File: src/rtl/masked_rand_source_pkg.sv
// Shared definitions for the masked randomness source: LFSR geometry,
// feedback taps, controller state encoding and the share-pair count helper.
package masked_rand_source_pkg;

    localparam int LFSR_WIDTH = 64;

    // Feedback taps at bits 63, 62, 60 and 59.
    localparam logic [LFSR_WIDTH-1:0] LFSR_TAPS = 64'hD800_0000_0000_0000;

    typedef enum logic [1:0] {
        RS_IDLE   = 2'd0,
        RS_WARMUP = 2'd1,
        RS_RUN    = 2'd2
    } rand_state_t;

    // Number of share pairs (i<j) an HPC3 multiplier needs fresh randomness for.
    function automatic int num_quad(input int num_shares);
        return (num_shares * (num_shares - 1)) / 2;
    endfunction

endpackage

File: src/rtl/masked_rand_source_lfsr_unrolled.sv
// Combinational unrolling of the 64-bit Fibonacci LFSR: applies STEPS
// single-bit shifts in one cycle, so STEPS fresh bits enter the low end.
module lfsr_unrolled
    import masked_rand_source_pkg::*;
#(
    parameter int STEPS = 4
) (
    input  logic [LFSR_WIDTH-1:0] in_state,
    output logic [LFSR_WIDTH-1:0] out_state
);

    // Chain STEPS shifts; each new bit is the parity of the tapped bits.
    always_comb begin
        logic [LFSR_WIDTH-1:0] st;
        st = in_state;
        for (int i = 0; i < STEPS; i++) begin
            st = {st[LFSR_WIDTH-2:0], ^(st & LFSR_TAPS)};
        end
        out_state = st;
    end

endmodule

File: src/rtl/masked_rand_source.sv
// Fresh-randomness supplier for NUM_MULS masked HPC3 multipliers.
// Seed handshake loads the LFSR, a warm-up phase discards WARMUP_CYCLES
// cycle-steps, then one fresh OUT_BITS word is streamed per accepted transfer.
// Optional zero-state health checker: define RAND_SOURCE_HEALTH_EN.
module masked_rand_source
    import masked_rand_source_pkg::*;
#(
    parameter int NUM_SHARES    = 2,
    parameter int BIT_WIDTH     = 2,
    parameter int NUM_MULS      = 1,
    parameter int WARMUP_CYCLES = 16,
    localparam int NUM_QUAD     = num_quad(NUM_SHARES),
    localparam int OUT_BITS     = 2 * NUM_MULS * NUM_QUAD * BIT_WIDTH,
    localparam int HALF         = OUT_BITS / 2
) (
    input  logic                  in_clock,
    input  logic                  in_reset,
    input  logic [LFSR_WIDTH-1:0] in_seed,
    input  logic                  in_seed_valid,
    output logic                  out_seed_ready,
    output logic [HALF-1:0]       out_r,
    output logic [HALF-1:0]       out_p,
    output logic                  out_valid,
    input  logic                  in_ready,
    output logic                  out_error
);

    localparam int CW = (WARMUP_CYCLES < 2) ? 1 : $clog2(WARMUP_CYCLES + 1);

    generate
        if (OUT_BITS > LFSR_WIDTH || OUT_BITS == 0) begin : g_bad_width
            $error("masked_rand_source: OUT_BITS must be in 1..64");
        end
    endgenerate

    rand_state_t           state_reg, state_next;
    logic [LFSR_WIDTH-1:0] lfsr_reg, lfsr_next, lfsr_stepped;
    logic [CW-1:0]         cnt_reg, cnt_next;
    logic                  seed_ready_reg;
    logic                  seed_accept;

    lfsr_unrolled #(
        .STEPS(OUT_BITS)
    ) u_step (
        .in_state (lfsr_reg),
        .out_state(lfsr_stepped)
    );

    assign seed_accept    = in_seed_valid & seed_ready_reg;
    assign out_seed_ready = seed_ready_reg;
    assign out_valid      = (state_reg == RS_RUN);
    assign out_r          = lfsr_reg[HALF-1:0];
    assign out_p          = lfsr_reg[OUT_BITS-1:HALF];

`ifdef RAND_SOURCE_HEALTH_EN
    logic error_reg, error_next;
    assign out_error = error_reg;
`else
    assign out_error = 1'b0;
`endif

    // Controller registers; reset returns everything to the idle, zeroed state.
    always_ff @(posedge in_clock or posedge in_reset) begin
        if (in_reset) begin
            state_reg      <= RS_IDLE;
            lfsr_reg       <= '0;
            cnt_reg        <= '0;
            seed_ready_reg <= 1'b0;
        end else begin
            state_reg      <= state_next;
            lfsr_reg       <= lfsr_next;
            cnt_reg        <= cnt_next;
            seed_ready_reg <= 1'b1;
        end
    end

`ifdef RAND_SOURCE_HEALTH_EN
    // Sticky fault flag; only reset clears it.
    always_ff @(posedge in_clock or posedge in_reset) begin
        if (in_reset) begin
            error_reg <= 1'b0;
        end else begin
            error_reg <= error_next;
        end
    end
`endif

    // Next-state: warm-up steps unconditionally, RUN steps per transfer,
    // a zero state faults back to IDLE, and a seed accept overrides all.
    always_comb begin
        state_next = state_reg;
        lfsr_next  = lfsr_reg;
        cnt_next   = cnt_reg;
`ifdef RAND_SOURCE_HEALTH_EN
        error_next = error_reg;
`endif
        case (state_reg)
            RS_IDLE: begin
            end
            RS_WARMUP: begin
                lfsr_next = lfsr_stepped;
                cnt_next  = cnt_reg - CW'(1);
                if (cnt_reg == CW'(1)) begin
                    state_next = RS_RUN;
                end
            end
            RS_RUN: begin
                if (in_ready) begin
                    lfsr_next = lfsr_stepped;
                end
            end
            default: begin
                state_next = RS_IDLE;
            end
        endcase
`ifdef RAND_SOURCE_HEALTH_EN
        if (state_reg != RS_IDLE && lfsr_reg == '0) begin
            error_next = 1'b1;
            state_next = RS_IDLE;
        end
`endif
        if (seed_accept) begin
            lfsr_next  = (in_seed == '0) ? {{(LFSR_WIDTH-1){1'b0}}, 1'b1} : in_seed;
            cnt_next   = CW'(WARMUP_CYCLES);
            state_next = (WARMUP_CYCLES == 0) ? RS_RUN : RS_WARMUP;
        end
    end

endmodule

File: config.mk
export PLATFORM = sky130hd
export DESIGN_NAME = masked_rand_source
export DESIGN_NICKNAME = d
export VERILOG_FILES = /design/src/rtl/masked_rand_source_pkg.sv /design/src/rtl/masked_rand_source_lfsr_unrolled.sv /design/src/rtl/masked_rand_source.sv
export SDC_FILE = /design/constraint.sdc
export NUM_CORES = 1
export LEC_CHECK = 0
export CAP_MARGIN = 25
export CORE_AREA = 2 2 80 90
export DETAILED_ROUTE_END_ITERATION = 10
export DIE_AREA = 0 0 82 92
export GPL_TIMING_DRIVEN = 0
export PLACE_DENSITY = 0.82
export SLEW_MARGIN = 10
export SYNTH_ARGS = -nofsm -noshare
export SYNTH_HDL_FRONTEND = slang
export SYNTH_SLANG_ARGS = --single-unit
File: constraint.sdc
create_clock -name in_clock -period 6.2 [get_ports in_clock]
set_input_delay 0.93 -clock in_clock [delete_from_list [all_inputs] [get_ports in_clock]]
set_output_delay 0.93 -clock in_clock [all_outputs]
set_load 0.02 [all_outputs]
==> results of run 1 <==
metrics by stage:
step	setup WS (ns)	cell area [sq um]	power [uW]	hold slack [ns]
finish	3.64	4660	2010	0.484
floorplan	3.45	3570	1350	0.449
detailed placement	3.29	4430	1590	0.470
global placement	2.29	4400	1540	0.461
CTS	3.61	4660	2010	0.488
global route	3.55	4660	2150	0.510
critical path, cell delays in order (launching register included):
cell,delay (ns)
dfrtp_1,0.40
nor2b_1,0.24
clkdlybuf4s50_1,0.65
kinds of logic after synthesis:
group,count (synthesis)
flip-flops,72
multiplexers,61
adder cells (fa/ha/maj),2
buffers and inverters,31
other,2
XOR/XNOR,12
AO/OA/AOI/OAI,71
AND/OR/NAND/NOR,101
Yosys cell counts (3+ instances only):
cell type	number
nor4_1	16
nand4_1	4
clkbuf_1	5
buf_4	8
dfrtp_1	72
buf_2	8
mux2i_1	61
buf_1	4
o21ai_0	60
nor2_1	8
xnor2_1	10
inv_1	4
nand2_1	63
a211oi_1	3
final timing paths:
| check | startpoint | end | slack, ns | depth (start not counted) |
|---|---|---|---|---|
| min in group asynchronous | in_reset | lfsr_reg[20] | 0.94 | 2 |
| max in group asynchronous | in_reset | lfsr_reg[41] | 4.70 | 3 |
| hold / removal | lfsr_reg[44] | lfsr_reg[44] | 0.48 | 2 |
| setup / recovery | state_reg[0] | out_valid | 3.64 | 2 |
| hold reg to reg | lfsr_reg[44] | lfsr_reg[44] | 0.48 | 2 |
| setup reg to reg | out_seed_ready | lfsr_reg[41] | 4.38 | 6 |
layer usage:
metal / wire length [um] / track usage
met2: 4470 / 0.414
met5: 0 / 0
met1: 3760 / 0.312
met4: 107 / 0.0681
met3: 373 / 0.0610
final cells by class:
cell class                      count  area [sq um]  area share
Clock buffer                       11           151      0.0325
Clock inverter                      5          78.8      0.0169
Tap cell                           85           106      0.0228
Timing Repair Buffer               74           751       0.161
Sequential cell                    72          1800       0.387
Multi-Input combinational cell    249          1600       0.344
Inverter                            4          17.5     0.00376
Buffer                             27           150      0.0322
power by group:
| group | switching [uW] | internal (uW) |
|---|---|---|
| logic | 370 | 353 |
| clock network | 177 | 248 |
| registers | 154 | 706 |
| total | 701 | 1310 |
==> results.cfg, run 1 <==
[synth]
synth_top_area_cell = dfrtp_1
synth-seq-cells = 72
synth_top_family_by_area = multiplexers
yosysTopAreaCellShare = 0.505
synth_flop_cell = dfrtp_1
ys_types = 34
synthMuxAreaShare = 0.171
avgSynthCellArea_sq_um = 10.1
postSynthCellCount = 352
synthesis.area_sq_um = 3570
synthTopCellsByArea = dfrtp_1 (51%), mux2i_1 (17%), o21ai_0 (8.4%), nand2_1 (6.6%), nor4_1 (2.8%)
post_synth_and_or_nand_nor_area_fraction = 0.130
synth-edff-count = 0
yosysSeqAreaShare = 0.505
async_flop_share = 1.00
ys_warn_count = 0
synth_fa_ha_area_frac = 0.00702
synth_compound_area_frac = 0.109
synth_nets = 422
synthXorXnorAreaFrac = 0.0295

[outcome]
outcome = finished, final reports clean

[global_routing]
grt_pass1_vias = 2994
grt_pass1_wl_mm = 14.0
grt_overflow = 0
grt_max_degree = 40
antenna_found_initial = 0
grt_usage = 0.246

[routing]
first_iter_violations = 167
wl_per_cell_um = 16.5
via_per_inst = 5.62
final_antenna_net_count = 0
drtPass1Iterations = 4
drcViolationCount = 0
via_count = 2961
wl_mm = 8.71

[clocking]
clock-root-buffer = clkbuf_8
cts_max_level = 3
postCtsSetupBuffers = 0
cts.sinks = 72
ctsHoldBuffers = 0
cts_inserted_buffers = 9
cts_resized = 0
clkLatencyLatePin_ns = 0.35
ctsLongestPathBuffers = 2
clkTransAtPathRegs_ns = 0.07
cts_tree = done

[worst_setup_path]
endpoint_kind = output port
crit_type = reg2out
arrival_ns = 1.63
crit_path_start_kind = flip-flop
crit_required_ns = 5.27
cp_max_fo = 3

[finish]
nNetsFinal = 507
finalNonFillerCells = 527
n_antenna_cell = 0
largest_reg_flops = 64
final_cell_mix = clkdlybuf4s50_1 (73), dfrtp_1 (72), nand2_1 (63)
syn_to_final_growth_pct = 30.6
layout_commonest_cell = clkdlybuf4s50_1
layout-drive-gt1-share = 0.0882
final_util = 0.692
fillers = 522

[power]
max-vdd-ir-drop_mv = 0.225
leakage_uw = 0.00202
powerDensity_nw_per_um2 = 431

[sta]
rsz0062_at_grt = false
setup_viol = 0
finalCriticalPeriod_ns = 2.56
slew_violations = 0
finClkSkew_ns = 0.00807
final.setup.tns_ns = 0
hold_viol_final = 0
fin_crit_sh = 0.414
clock.fmax_ghz = 0.390
worst_pin_slew_ns = 0.704
slew_headroom = 0.531

[place]
placed_cells = 511
portBuffers = 73
gp_congestion = 0.840
hpwlAfterDp_mm = 6.41

[floorplanning]
rows = 32
initial_utilization = 0.530
die-area_sq_um = 7540
core_region_area_sq_um = 6730
ios = 75
die_h_um = 92
dieWidth_um = 82

[hold_path]
min_path_type = reg2reg

[job]
max-cap-violations = 0
Power figures use the tool's default switching activity.
==> run 2, diff against run 1 <==
--- a/config.mk
+++ b/config.mk
@@ -6,11 +6,11 @@
 export NUM_CORES = 1
 export LEC_CHECK = 0
 export CAP_MARGIN = 25
-export CORE_AREA = 2 2 80 90
+export CORE_AREA = 2 2 83 93
 export DETAILED_ROUTE_END_ITERATION = 10
-export DIE_AREA = 0 0 82 92
+export DIE_AREA = 0 0 85 95
 export GPL_TIMING_DRIVEN = 0
-export PLACE_DENSITY = 0.82
+export PLACE_DENSITY = 0.77
 export SLEW_MARGIN = 10
 export SYNTH_ARGS = -nofsm -noshare
 export SYNTH_HDL_FRONTEND = slang
==> constraint.sdc (replaced) <==
create_clock -name in_clock -period 2.5 [get_ports in_clock]
set_input_delay 0.375 -clock in_clock [delete_from_list [all_inputs] [get_ports in_clock]]
set_output_delay 0.375 -clock in_clock [all_outputs]
set_load 0.02 [all_outputs]
==> results.cfg, run 2 (synthesized netlist as in run 1, its figures left out) <==
[global_routing]
grt_pass1_wl_mm = 14.4
grt_overflow = 0
grt_max_degree = 63
grt_pass1_vias = 3066
grt_usage = 0.228
antenna_found_initial = 0

[floorplanning]
dieWidth_um = 85
ios = 75
die_h_um = 95
core_region_area_sq_um = 7230
initial_utilization = 0.494
die-area_sq_um = 8080
rows = 33

[power]
switching_share = 0.339
p_clk_frac = 0.236
seqPwrFrac = 0.413
max-vdd-ir-drop_mv = 0.579
power_uw = 5180
combPwrFrac = 0.352
leakage_uw = 0.00204
powerDensity_nw_per_um2 = 1100
p_int_uw = 3420
p_switching_uw = 1760

[finish]
syn_to_final_growth_pct = 31.9
layout-drive-gt1-share = 0.0860
largest_reg_flops = 64
register_area_sq_um = 1800
postLayoutCellArea_sq_um = 4710
layout_commonest_cell = clkdlybuf4s50_1
fillers = 577
multiInputGateArea_sq_um = 1600
final_cell_mix = clkdlybuf4s50_1 (73), dfrtp_1 (72), nand2_1 (63)
nNetsFinal = 507
n_antenna_cell = 0

[place]
hpwlAfterDp_mm = 6.45
gp_congestion = 0.878
portBuffers = 73
place_area_sq_um = 4440

[sta]
fin_crit_sh = 0.808
clock.fmax_ghz = 0.495
hold_slack_ns = 0.287
slew_violations = 0
worst_pin_slew_ns = 0.729
hold_viol_final = 0
setup_viol = 0
rsz0062_at_grt = false
finClkSkew_ns = 0.00515
slew_headroom = 0.514
finalCriticalPeriod_ns = 2.02
final.setup.tns_ns = 0

[routing]
final_antenna_net_count = 0
wl_mm = 8.81
first_iter_violations = 224
drtPass1Iterations = 4
via_count = 2985
via_per_inst = 5.64
wl_per_cell_um = 16.7
drcViolationCount = 0

[clocking]
cts_resized = 0
clkLatencyLatePin_ns = 0.34
ctsLongestPathBuffers = 2
cts_inserted_buffers = 9
clkTransAtPathRegs_ns = 0.07
ctsHoldBuffers = 0
postCtsSetupBuffers = 0
cts_max_level = 3
clock-root-buffer = clkbuf_8
cts.sinks = 72
cts_tree = done

[worst_setup_path]
crit_chain = nor2b_1 > clkdlybuf4s50_1
crit_required_ns = 2.12
crit_type = reg2out
arrival_ns = 1.64
crit_family = buffers and inverters
critPathSlowestCell = clkdlybuf4s50_1
reg2reg_slack_ns = 0.68
cp_max_fo = 3
endpoint_kind = output port
path_buf_inv = 1
crit_path_start_kind = flip-flop
cp_slowest_stage_delay_ns = 0.66

[hold_path]
min_path_type = in2async

[job]
max-cap-violations = 0

[outcome]
outcome = finished, final reports clean
run 2: changes by cell type in the layout (fill, tap and decap cells not counted):
cell | previous run | this run
buf_12 | 1 | 0
buf_16 | 0 | 1
bufinv_16 | 2 | 4
clkbuf_1 | 5 | 6
clkbuf_8 | 11 | 10
clkinv_2 | 2 | 0
clkinv_4 | 1 | 0
clkinvlp_4 | 0 | 1
run 2: layout make-up:
class,count,area share
plain buffers,27,0.0319
clock buffers,11,0.0300
clock inverters,5,0.0271
inverters,4,0.00372
multi-input cells,249,0.340
flip-flops and latches,72,0.383
well taps,87,0.0231
repair buffers,74,0.161
run 2: routing by layer:
layer	part of all wire	global-route usage	wire length [um]	vias up
li1	-	-	-	1407
met1	0.43	0.297	3820	1471
met2	0.49	0.376	4350	95
met3	0.056	0.0446	495	12
met4	0.017	0.0886	151	0
met5	0	0	0	-
run 2: power by group through the flow:
stage	sequential (uW)	combinational (uW)	clock (uW)
floorplan	2030	1310	0
global placement	2110	1740	0
detailed placement	2150	1800	0
CTS	2130	1820	1230
global route	2200	2050	1280
finish	2140	1820	1220
run 2: worst paths after layout:
kind | startpoint | end | cells after the start
max reg2reg | out_seed_ready | lfsr_reg[37] | 6
max in group asynchronous | in_reset | lfsr_reg[49] | 3
min in group in_clock | lfsr_reg[30] | lfsr_reg[30] | 2
min | in_reset | lfsr_reg[28] | 2
min reg2reg | lfsr_reg[30] | lfsr_reg[30] | 2
max | state_reg[0] | out_valid | 2
run 2: per-stage QoR:
| step | worst slack, ns | cells | util |
|---|---|---|---|
| after global placement | -0.923 | 512 | 0.610 |
| after CTS | 0.466 | 529 | 0.651 |
| after floorplan | 0.300 | 352 | - |
| after global routing | 0.412 | 529 | 0.651 |
| final | 0.481 | 529 | 0.651 |
| after detailed placement | 0.251 | 513 | 0.614 |
run 2: worst register-to-register path, cell delays in order, from the launching register on:
cell      delay [ns]
dfrtp_1         0.41
and2_1          0.15
buf_2           0.20
a211oi_2        0.20
buf_4           0.22
clkbuf_1        0.32
o21ai_0         0.17
==> run 3, diff against run 2 <==
--- a/config.mk
+++ b/config.mk
@@ -6,11 +6,11 @@
 export NUM_CORES = 1
 export LEC_CHECK = 0
 export CAP_MARGIN = 25
-export CORE_AREA = 2 2 83 93
+export CORE_AREA = 2 2 87 98
 export DETAILED_ROUTE_END_ITERATION = 10
-export DIE_AREA = 0 0 85 95
+export DIE_AREA = 0 0 89 100
 export GPL_TIMING_DRIVEN = 0
-export PLACE_DENSITY = 0.77
+export PLACE_DENSITY = 0.73
 export SLEW_MARGIN = 10
 export SYNTH_ARGS = -nofsm -noshare
 export SYNTH_HDL_FRONTEND = slang
==> constraint.sdc (replaced) <==
create_clock -name in_clock -period 1.8 [get_ports in_clock]
set_input_delay 0.27 -clock in_clock [delete_from_list [all_inputs] [get_ports in_clock]]
set_output_delay 0.27 -clock in_clock [all_outputs]
set_load 0.02 [all_outputs]
==> results.cfg, run 3 (synthesized netlist as in run 1, its figures left out) <==
[clocking]
clock-root-buffer = clkbuf_8
cts_max_level = 3
clkTransAtPathRegs_ns = 0.08
cts.sinks = 72
cts_tree = done
cts_inserted_buffers = 9
clkLatencyLatePin_ns = 0.34
ctsHoldBuffers = 0
ctsLongestPathBuffers = 2

[worst_setup_path]
crit_chain = clkdlybuf4s50_1 > nor4_2 > nand4_1 > or4_4 > a221oi_4
crit_required_ns = 2.04
endpoint_kind = flip-flop
timing.rr.end = lfsr_reg[17]
crit_type = in2reg
critPathSlowestCell = or4_4
crit-reg2reg-launch = state_reg[0]
reg2reg_slack_ns = 0.17
cp_max_fo = 2
r2r_cells = 7
crit_start = in_seed[63]
cp_slowest_stage_delay_ns = 0.59
arrival_ns = 2.00
crit_path_start_kind = input port

[power]
max-vdd-ir-drop_mv = 0.583
leakage_uw = 0.00226
powerDensity_nw_per_um2 = 1390

[sta]
hold_slack_ns = 0.290
hold_viol_final = 0
worst_pin_slew_ns = 0.709
finClkSkew_ns = 0.00915
clock.fmax_ghz = 0.570
finalCriticalPeriod_ns = 1.76
setup_viol = 0
fin_crit_sh = 0.975
final.setup.tns_ns = 0
slew_headroom = 0.527
slew_violations = 0

[finish]
final_util = 0.609
nNetsFinal = 510
postLayoutCellArea_sq_um = 4900
syn_to_final_growth_pct = 37.5
finalNonFillerCells = 555
layout-drive-gt1-share = 0.128
final_cell_mix = dfrtp_1 (72), nand2_1 (63), mux2i_1 (61)
n_antenna_cell = 0
layout_commonest_cell = dfrtp_1
largest_reg_flops = 64

[place]
portBuffers = 73
gp_congestion = 0.865
place_area_sq_um = 4480
hpwlAfterDp_mm = 6.59
placed_cells = 538

[hold_path]
whs_path_depth = 3
min_path_type = in2reg
whs_endpoint = lfsr_reg[36]
min-delay-start = in_seed[36]

[floorplanning]
core_region_area_sq_um = 8060
rows = 35
initial_utilization = 0.443
die_h_um = 100
dieWidth_um = 89
die-area_sq_um = 8900
ios = 75

[routing]
via_per_inst = 5.26
wl_per_cell_um = 16.0
final_antenna_net_count = 0
drcViolationCount = 0
first_iter_violations = 184
via_count = 2920
drtPass1Iterations = 4
wl_mm = 8.90

[global_routing]
grt_usage = 0.215
antenna_found_initial = 0
grt_max_degree = 29
grt_pass1_wl_mm = 14.7
grt_pass1_vias = 3037
grt_overflow = 0

[outcome]
outcome = finished, final reports clean

[job]
max-cap-violations = 0
## run 3: cell types whose count changed in the layout (fill, tap and decap cells not counted), sizes merged
cell	change
inv	-1
buf	+2
clkinvlp	+3
dlygate4sd2	+1
clkinv	+1
clkdlybuf4s50	-24
bufinv	-3
dlymetal6s2s	+23
## run 3: report_power, final
| group | internal [uW] | switching, uW |
|---|---|---|
| clock network | 667 | 603 |
| registers | 2430 | 511 |
| logic | 1310 | 1320 |
## run 3: timing repair
action,in CTS,in global routing
hold endpoints to repair,0,0
buffers inserted,0,2
endpoints found under the setup margin,3,44
pin swaps,3,18
gates resized for setup,9,45
## run 3: area by class of cell
type                    instances  area, sq um
well taps                     111          139
flip-flops and latches         72         1800
multi-input cells             249         1730
clock buffers                  10          138
clock inverters                 5         57.6
repair buffers                 77          855
plain buffers                  27          168
inverters                       4         18.8
fillers                       735         3150
## run 3: metrics by stage
step | total power (uW) | setup WS (ns)
after detailed placement | 5460 | -0.450
after global routing | 7370 | -0.0144
after CTS | 6750 | 0.0201
after floorplan | 4640 | 0.177
final | 6840 | 0.0443
after global placement | 5340 | -0.382
## run 3: how the worst max path moves through the flow
stage	endpoint	cells after the start
after floorplan	lfsr_reg[10]	7
after global placement	lfsr_reg[4]	6
after detailed placement	lfsr_reg[0]	5
after CTS	lfsr_reg[0]	5
after global routing	lfsr_reg[0]	5
final	lfsr_reg[0]	5
## run 3: routing by layer
| metal | global-route usage | routed length, um |
|---|---|---|
| met1 | 0.284 | 3910 |
| met2 | 0.344 | 4410 |
| met3 | 0.0428 | 439 |
| met4 | 0.0873 | 141 |
| met5 | 0 | 0 |
## run 3: critical path: cells and delay by family
kind / cells / cell delay (ns)
AND/OR/NAND/NOR: 3 / 0.99
buffers and inverters: 1 / 0.47
AO/OA/AOI/OAI: 1 / 0.27
